<file path="src/rtl/reset_sequencer.sv">
// Reset controller: synchronises the PLL lock and external reset pins, debounces
// the pins, merges them with a software request, stretches the combined request
// and then releases the reset domains one after another, domain 0 first.
// A sticky cause vector records which request bit triggered the last reset.
module reset_sequencer #(
    parameter int                 NUM_SRC         = 2,
    parameter logic [NUM_SRC-1:0] EDGE_MODE       = 2'b01,
    parameter int                 DEBOUNCE_CYCLES = 1000,
    parameter int                 STRETCH_CYCLES  = 255,
    parameter int                 NUM_DOMAINS     = 2,
    parameter int                 STAGGER_CYCLES  = 16
) (
    input  logic                   io_mainClk,
    input  logic                   io_asyncResetN,
    input  logic                   io_pllLocked,
    input  logic [NUM_SRC-1:0]     io_srcIn,
    input  logic                   io_swReq,
    input  logic                   io_causeClr,
    output logic [NUM_DOMAINS-1:0] io_resetOut,
    output logic                   io_ready,
    output logic [NUM_SRC+1:0]     io_cause
);

    localparam int DB_W  = $clog2(DEBOUNCE_CYCLES + 1);
    localparam int ST_W  = $clog2(STRETCH_CYCLES + 1);
    localparam int SG_W  = $clog2(STAGGER_CYCLES + 1);
    localparam int CNT_W = (ST_W > SG_W) ? ST_W : SG_W;
    localparam int IDX_W = (NUM_DOMAINS > 1) ? $clog2(NUM_DOMAINS) : 1;

    typedef enum logic [1:0] {
        HOLD    = 2'd0,
        STRETCH = 2'd1,
        RELEASE = 2'd2,
        RUN     = 2'd3
    } state_t;

    logic [1:0]             pll_sync_reg;
    logic                   pll_locked_s;
    logic [NUM_SRC-1:0]     req_src;
    logic                   req_any;
    logic [NUM_SRC+1:0]     cause_set;
    logic [NUM_SRC+1:0]     cause_reg;
    state_t                 state_reg;
    logic [CNT_W-1:0]       cnt_reg;
    logic [IDX_W-1:0]       idx_reg;
    logic [NUM_DOMAINS-1:0] reset_out_reg;
    logic                   ready_reg;

    // Two-flop synchroniser for the asynchronous PLL lock indication.
    always_ff @(posedge io_mainClk or negedge io_asyncResetN) begin
        if (!io_asyncResetN) begin
            pll_sync_reg <= '0;
        end else begin
            pll_sync_reg <= {pll_sync_reg[0], io_pllLocked};
        end
    end

    assign pll_locked_s = pll_sync_reg[1];

    // One synchroniser, debouncer and request generator per external source.
    for (genvar gi = 0; gi < NUM_SRC; gi++) begin : g_src
        logic [1:0]      sync_reg;
        logic [DB_W-1:0] db_cnt_reg;
        logic            filt_reg;

        // Synchronise the pin, then let the filtered value follow only after the
        // synchronised value has disagreed with it for DEBOUNCE_CYCLES cycles.
        always_ff @(posedge io_mainClk or negedge io_asyncResetN) begin
            if (!io_asyncResetN) begin
                sync_reg   <= '0;
                db_cnt_reg <= '0;
                filt_reg   <= 1'b0;
            end else begin
                sync_reg <= {sync_reg[0], io_srcIn[gi]};
                if (sync_reg[1] == filt_reg) begin
                    db_cnt_reg <= '0;
                end else if (db_cnt_reg == DB_W'(DEBOUNCE_CYCLES - 1)) begin
                    filt_reg   <= sync_reg[1];
                    db_cnt_reg <= '0;
                end else begin
                    db_cnt_reg <= db_cnt_reg + DB_W'(1);
                end
            end
        end

        if (EDGE_MODE[gi]) begin : g_edge
            logic filt_d_reg;

            // Previous filtered value, so a release (1->0) yields a one-cycle request.
            always_ff @(posedge io_mainClk or negedge io_asyncResetN) begin
                if (!io_asyncResetN) begin
                    filt_d_reg <= 1'b0;
                end else begin
                    filt_d_reg <= filt_reg;
                end
            end

            assign req_src[gi] = filt_d_reg & ~filt_reg;
        end else begin : g_level
            assign req_src[gi] = filt_reg;
        end
    end

    assign req_any   = ~pll_locked_s | io_swReq | (|req_src);
    assign cause_set = {req_src, io_swReq, ~pll_locked_s};

    // Sticky cause bits; a set in the same cycle as a clear takes priority.
    always_ff @(posedge io_mainClk or negedge io_asyncResetN) begin
        if (!io_asyncResetN) begin
            cause_reg <= '0;
        end else begin
            cause_reg <= (io_causeClr ? '0 : cause_reg) | cause_set;
        end
    end

    // Sequencer: hold while any request is present, stretch, then stagger releases.
    always_ff @(posedge io_mainClk or negedge io_asyncResetN) begin
        if (!io_asyncResetN) begin
            state_reg     <= HOLD;
            cnt_reg       <= '0;
            idx_reg       <= '0;
            reset_out_reg <= '1;
            ready_reg     <= 1'b0;
        end else if (req_any) begin
            state_reg     <= HOLD;
            cnt_reg       <= '0;
            idx_reg       <= '0;
            reset_out_reg <= '1;
            ready_reg     <= 1'b0;
        end else begin
            case (state_reg)
                HOLD: begin
                    state_reg <= STRETCH;
                    cnt_reg   <= '0;
                end
                STRETCH: begin
                    if (cnt_reg == CNT_W'(STRETCH_CYCLES - 1)) begin
                        state_reg <= RELEASE;
                        cnt_reg   <= '0;
                        idx_reg   <= '0;
                    end else begin
                        cnt_reg <= cnt_reg + CNT_W'(1);
                    end
                end
                RELEASE: begin
                    if (cnt_reg == CNT_W'(STAGGER_CYCLES - 1)) begin
                        cnt_reg                <= '0;
                        reset_out_reg[idx_reg] <= 1'b0;
                        if (idx_reg == IDX_W'(NUM_DOMAINS - 1)) begin
                            state_reg <= RUN;
                            ready_reg <= 1'b1;
                        end else begin
                            idx_reg <= idx_reg + IDX_W'(1);
                        end
                    end else begin
                        cnt_reg <= cnt_reg + CNT_W'(1);
                    end
                end
                RUN: begin
                    reset_out_reg <= '0;
                    ready_reg     <= 1'b1;
                end
                default: begin
                    state_reg     <= HOLD;
                    cnt_reg       <= '0;
                    idx_reg       <= '0;
                    reset_out_reg <= '1;
                    ready_reg     <= 1'b0;
                end
            endcase
        end
    end

    assign io_resetOut = reset_out_reg;
    assign io_ready    = ready_reg;
    assign io_cause    = cause_reg;

endmodule

</file>
<file path="config.mk">
export PLATFORM = sky130hd
export DESIGN_NAME = reset_sequencer
export DESIGN_NICKNAME = d
export VERILOG_FILES = /design/src/rtl/reset_sequencer.sv
export SDC_FILE = /design/constraint.sdc
export NUM_CORES = 1
export LEC_CHECK = 0
export ABC_AREA = 1
export CAP_MARGIN = 25
export CELL_PAD_IN_SITES_DETAIL_PLACEMENT = 1
export CELL_PAD_IN_SITES_GLOBAL_PLACEMENT = 1
export CORE_ASPECT_RATIO = 1.1
export CORE_MARGIN = 2
export CORE_UTILIZATION = 35
export DETAILED_ROUTE_END_ITERATION = 10
export GPL_ROUTABILITY_DRIVEN = 0
export MAX_ROUTING_LAYER = met4
export PLACE_DENSITY_LB_ADDON = 0.1
export SYNTH_ARGS = -nofsm -noshare
export SYNTH_HDL_FRONTEND = slang
export SYNTH_SLANG_ARGS = --single-unit
</file>
<file path="constraint.sdc">
create_clock -name io_mainClk -period 1.3 [get_ports io_mainClk]
set_input_delay 0.26 -clock io_mainClk [delete_from_list [all_inputs] [get_ports io_mainClk]]
set_output_delay 0.26 -clock io_mainClk [all_outputs]
set_load 0.01 [all_outputs]
</file>
==> reports/summary.txt <==
Least-Margin Pin Slew = 0.400 ns
Outcome = finished, violations left
Most frequent cells in the layout = 51 x buf_4, 43 x dfrtp_1, 35 x nand2_1, 31 x inv_1, 27 x nor2_1
Skew-Pair Late Insertion Delay = 0.30 ns
Max_slew headroom = 73.3%
DR WL/cell = 14.0 um
Max FFs per register = 20
Most common cell after layout, fill and taps aside = buf_4
Non-filler instance count after layout = 438
PD cells = 852 nW/um^2
Final global-route overflow total = 0
Clock sinks = 47
Die Width = 82.9 um
Post-synth cell types = 27
Final std cell area, no fill = 3480 sq um
Pleak = 1.59 nW
HP Class = reg2reg
FP Rows = 31
Period utilisation layout = 112%
Post-Place Setup Slack = -0.360 ns
CTS tree = done
Post-Route WL = 6.15 mm
Met3 WL = 102 um
Family with the most delay on the worst path = simple AND/OR/NAND/NOR gates
Chip Height = 90.8 um
F_max = 688 MHz
Fin worst setup slack = -0.152 ns
Largest net degree at the start of global routing = 19
Initial core utilization = 36.4%
Seq cells post-synth = 47
Share of cells above drive strength 1 = 44.9%
Setup clock skew after layout = 0.00980 ns
Max Fanout on Critical Path = 4
Max cap viols = 0
YS warnings = 0
Num CTS Buffers = 5
Pwr Total = 2.96 mW
Area after DPL = 3040 sq um
Antenna cell count = 0
Root buffer cell = clkbuf_8
Min Tclk post-route = 1.45 ns
Violated checks = negative setup slack
Antenna-violating nets left = 0
Placeable Area = 6590 sq um
Sequential share of the synthesized area = 49.2%
Wl on met1 = 2.87 mm
Vias per Instance = 4.71
Synth Instances = 280
Htree depth = 2
Maximum buffer depth of the clock tree = 2
Critical path cell sequence = ha_2 -> nand2_2 -> nor2_4 -> nand3_4 -> o21ai_4 -> nand3_2 -> nand2_1 -> nand2_1
Final count of hold timing violations = 0
Number of buffers added on ports = 13
RSZ-0062 raised after global routing = yes
Die Area = 7530 sq um
Peak VDD IR = 0.459 mV
First-pass GRT wire length = 10.3 mm
Fin nets = 371
Syn Nets = 296
Worst path bufs/invs = 0
Pins Over Slew Limit = 0
CP Launch Type = flip-flop
Number of instances in the placed design = 418
CP endpoint kind = flip-flop
WS Path Type = reg2reg
Io pins = 14
Worst path most repeated cell = nand2_1
Number of global-route vias before repair = 2260
CTS clock-pin slew for the worst setup and hold paths = 0.09 ns
Largest stage delay, worst path = 0.38 ns
Pre-antenna DRT Iters = 4
Post-Synthesis Cell Area = 2400 sq um
Routed wl met2 = 3.10 mm
Top sig layer = met4
Residual DRC count = 0
WP data required = 1.49 ns
Crit path DAT = 1.64 ns
CP max-delay cell = dfrtp_1
Initial antenna violation count = 0
Initial DRC Count = 39
Filler cells = 789
Setup violators final = 15
Mean Syn Cell Area = 8.56 sq um
DR vias = 2064
GRT Overall Usage = 17.4%
Area Overhead vs Synth = 45.0%
Final Util = 52.7%
Hpwl dp = 4.41 mm
[routing by layer]
| layer | vias up | GRT usage [%] |
|---|---|---|
| met3 | 8 | 2.74 |
| met2 | 17 | 28.6 |
| met4 | 0 | 5.33 |
| met1 | 1010 | 22.2 |
| met5 | - | - |
| li1 | 1029 | - |
[what timing repair did]
item | 4_1_cts | 5_1_grt
hold buffers | 1 | 0
setup endpoints to repair | 37 | 29
cloned | 0 | 0
setup buffers | 1 | 10
endpoints found under the hold margin | 12 | 0
resized for setup | 31 | 60
pin swaps | 9 | 18
[synthesized netlist by cell type]
library cell,number,share of area [%]
a21oi_1,12,2.5
a21oi_2,1,0.37
a31oi_1,2,0.52
buf_6,1,0.47
dfrtp_1,45,47
dfstp_2,2,2.2
ha_1,9,4.7
inv_1,39,6.1
inv_2,2,0.31
nand2_1,52,8.1
nand2_2,4,1.0
nand2_4,2,0.94
nand3_1,16,3.3
nand3_2,3,1.3
nand3_4,1,0.73
nand4_1,4,1.0
nand4_4,1,0.89
nor2_1,43,6.7
nor2_2,6,1.6
nor2_4,5,2.3
nor3_1,9,1.9
nor3b_1,2,0.63
o21ai_0,10,2.1
o21ai_2,1,0.37
o21bai_1,1,0.31
xnor2_1,2,0.73
xor2_1,5,1.8
[logic make-up (layout without fill, tap and decap cells)]
logic type      count (synthesis)  count (layout)  share of synthesized area [%]
compound gates                 27              27                           6.16
xor+xnor                        7               7                           2.56
fa+ha+maj                       9               9                           4.70
buf+inv                        42             118                           6.89
flops                          47              47                           49.2
simple gates                  148             148                           30.5
[power breakdown]
group / internal [mW] / switching, mW
Clock: 0.486 / 0.493
Combinational: 0.190 / 0.239
Sequential: 1.52 / 0.0399
[worst register-to-register path, stage by stage (launching register included)]
cell and delay [ns]:
dfrtp_1 0.38, ha_2 0.23, nand2_2 0.09, nor2_4 0.13, nand3_4 0.11, o21ai_4 0.19
nand3_2 0.10, nand2_1 0.07, nand2_1 0.05
[through the flow]
stage,TNS (ns),hold WS (ns)
final,-1.22,0.354
after global routing,-3.34,0.361
after CTS,-1.17,0.358
after detailed placement,-5.52,0.217
after global placement,-4.94,0.214
after floorplan,-0.227,-0.0356
[path summary, 6_finish.rpt]
path	endpoint	cells past startpoint	from	slack, ns
max	state_reg[1]	8	cnt_reg[1]	-0.15
min reg2reg	g_src[0].sync_reg[1]	0	g_src[0].sync_reg[0]	0.35
max in group asynchronous	io_resetOut[0]	3	io_asyncResetN	0.37
min	g_src[0].sync_reg[1]	0	g_src[0].sync_reg[0]	0.35
min in group asynchronous	g_src[1].db_cnt_reg[3]	2	io_asyncResetN	0.41
max reg2reg	state_reg[1]	8	cnt_reg[1]	-0.15
[final cells by class]
class	instances	area, sq um	share of cell area [%]
Tap cell	82	103	2.95
Multi-Input combinational cell	191	1360	39.2
Timing Repair Buffer	69	573	16.5
Inverter	41	159	4.57
Sequential cell	47	1180	34.0
Clock buffer	8	100	2.88
Power figures use the tool's default switching activity.
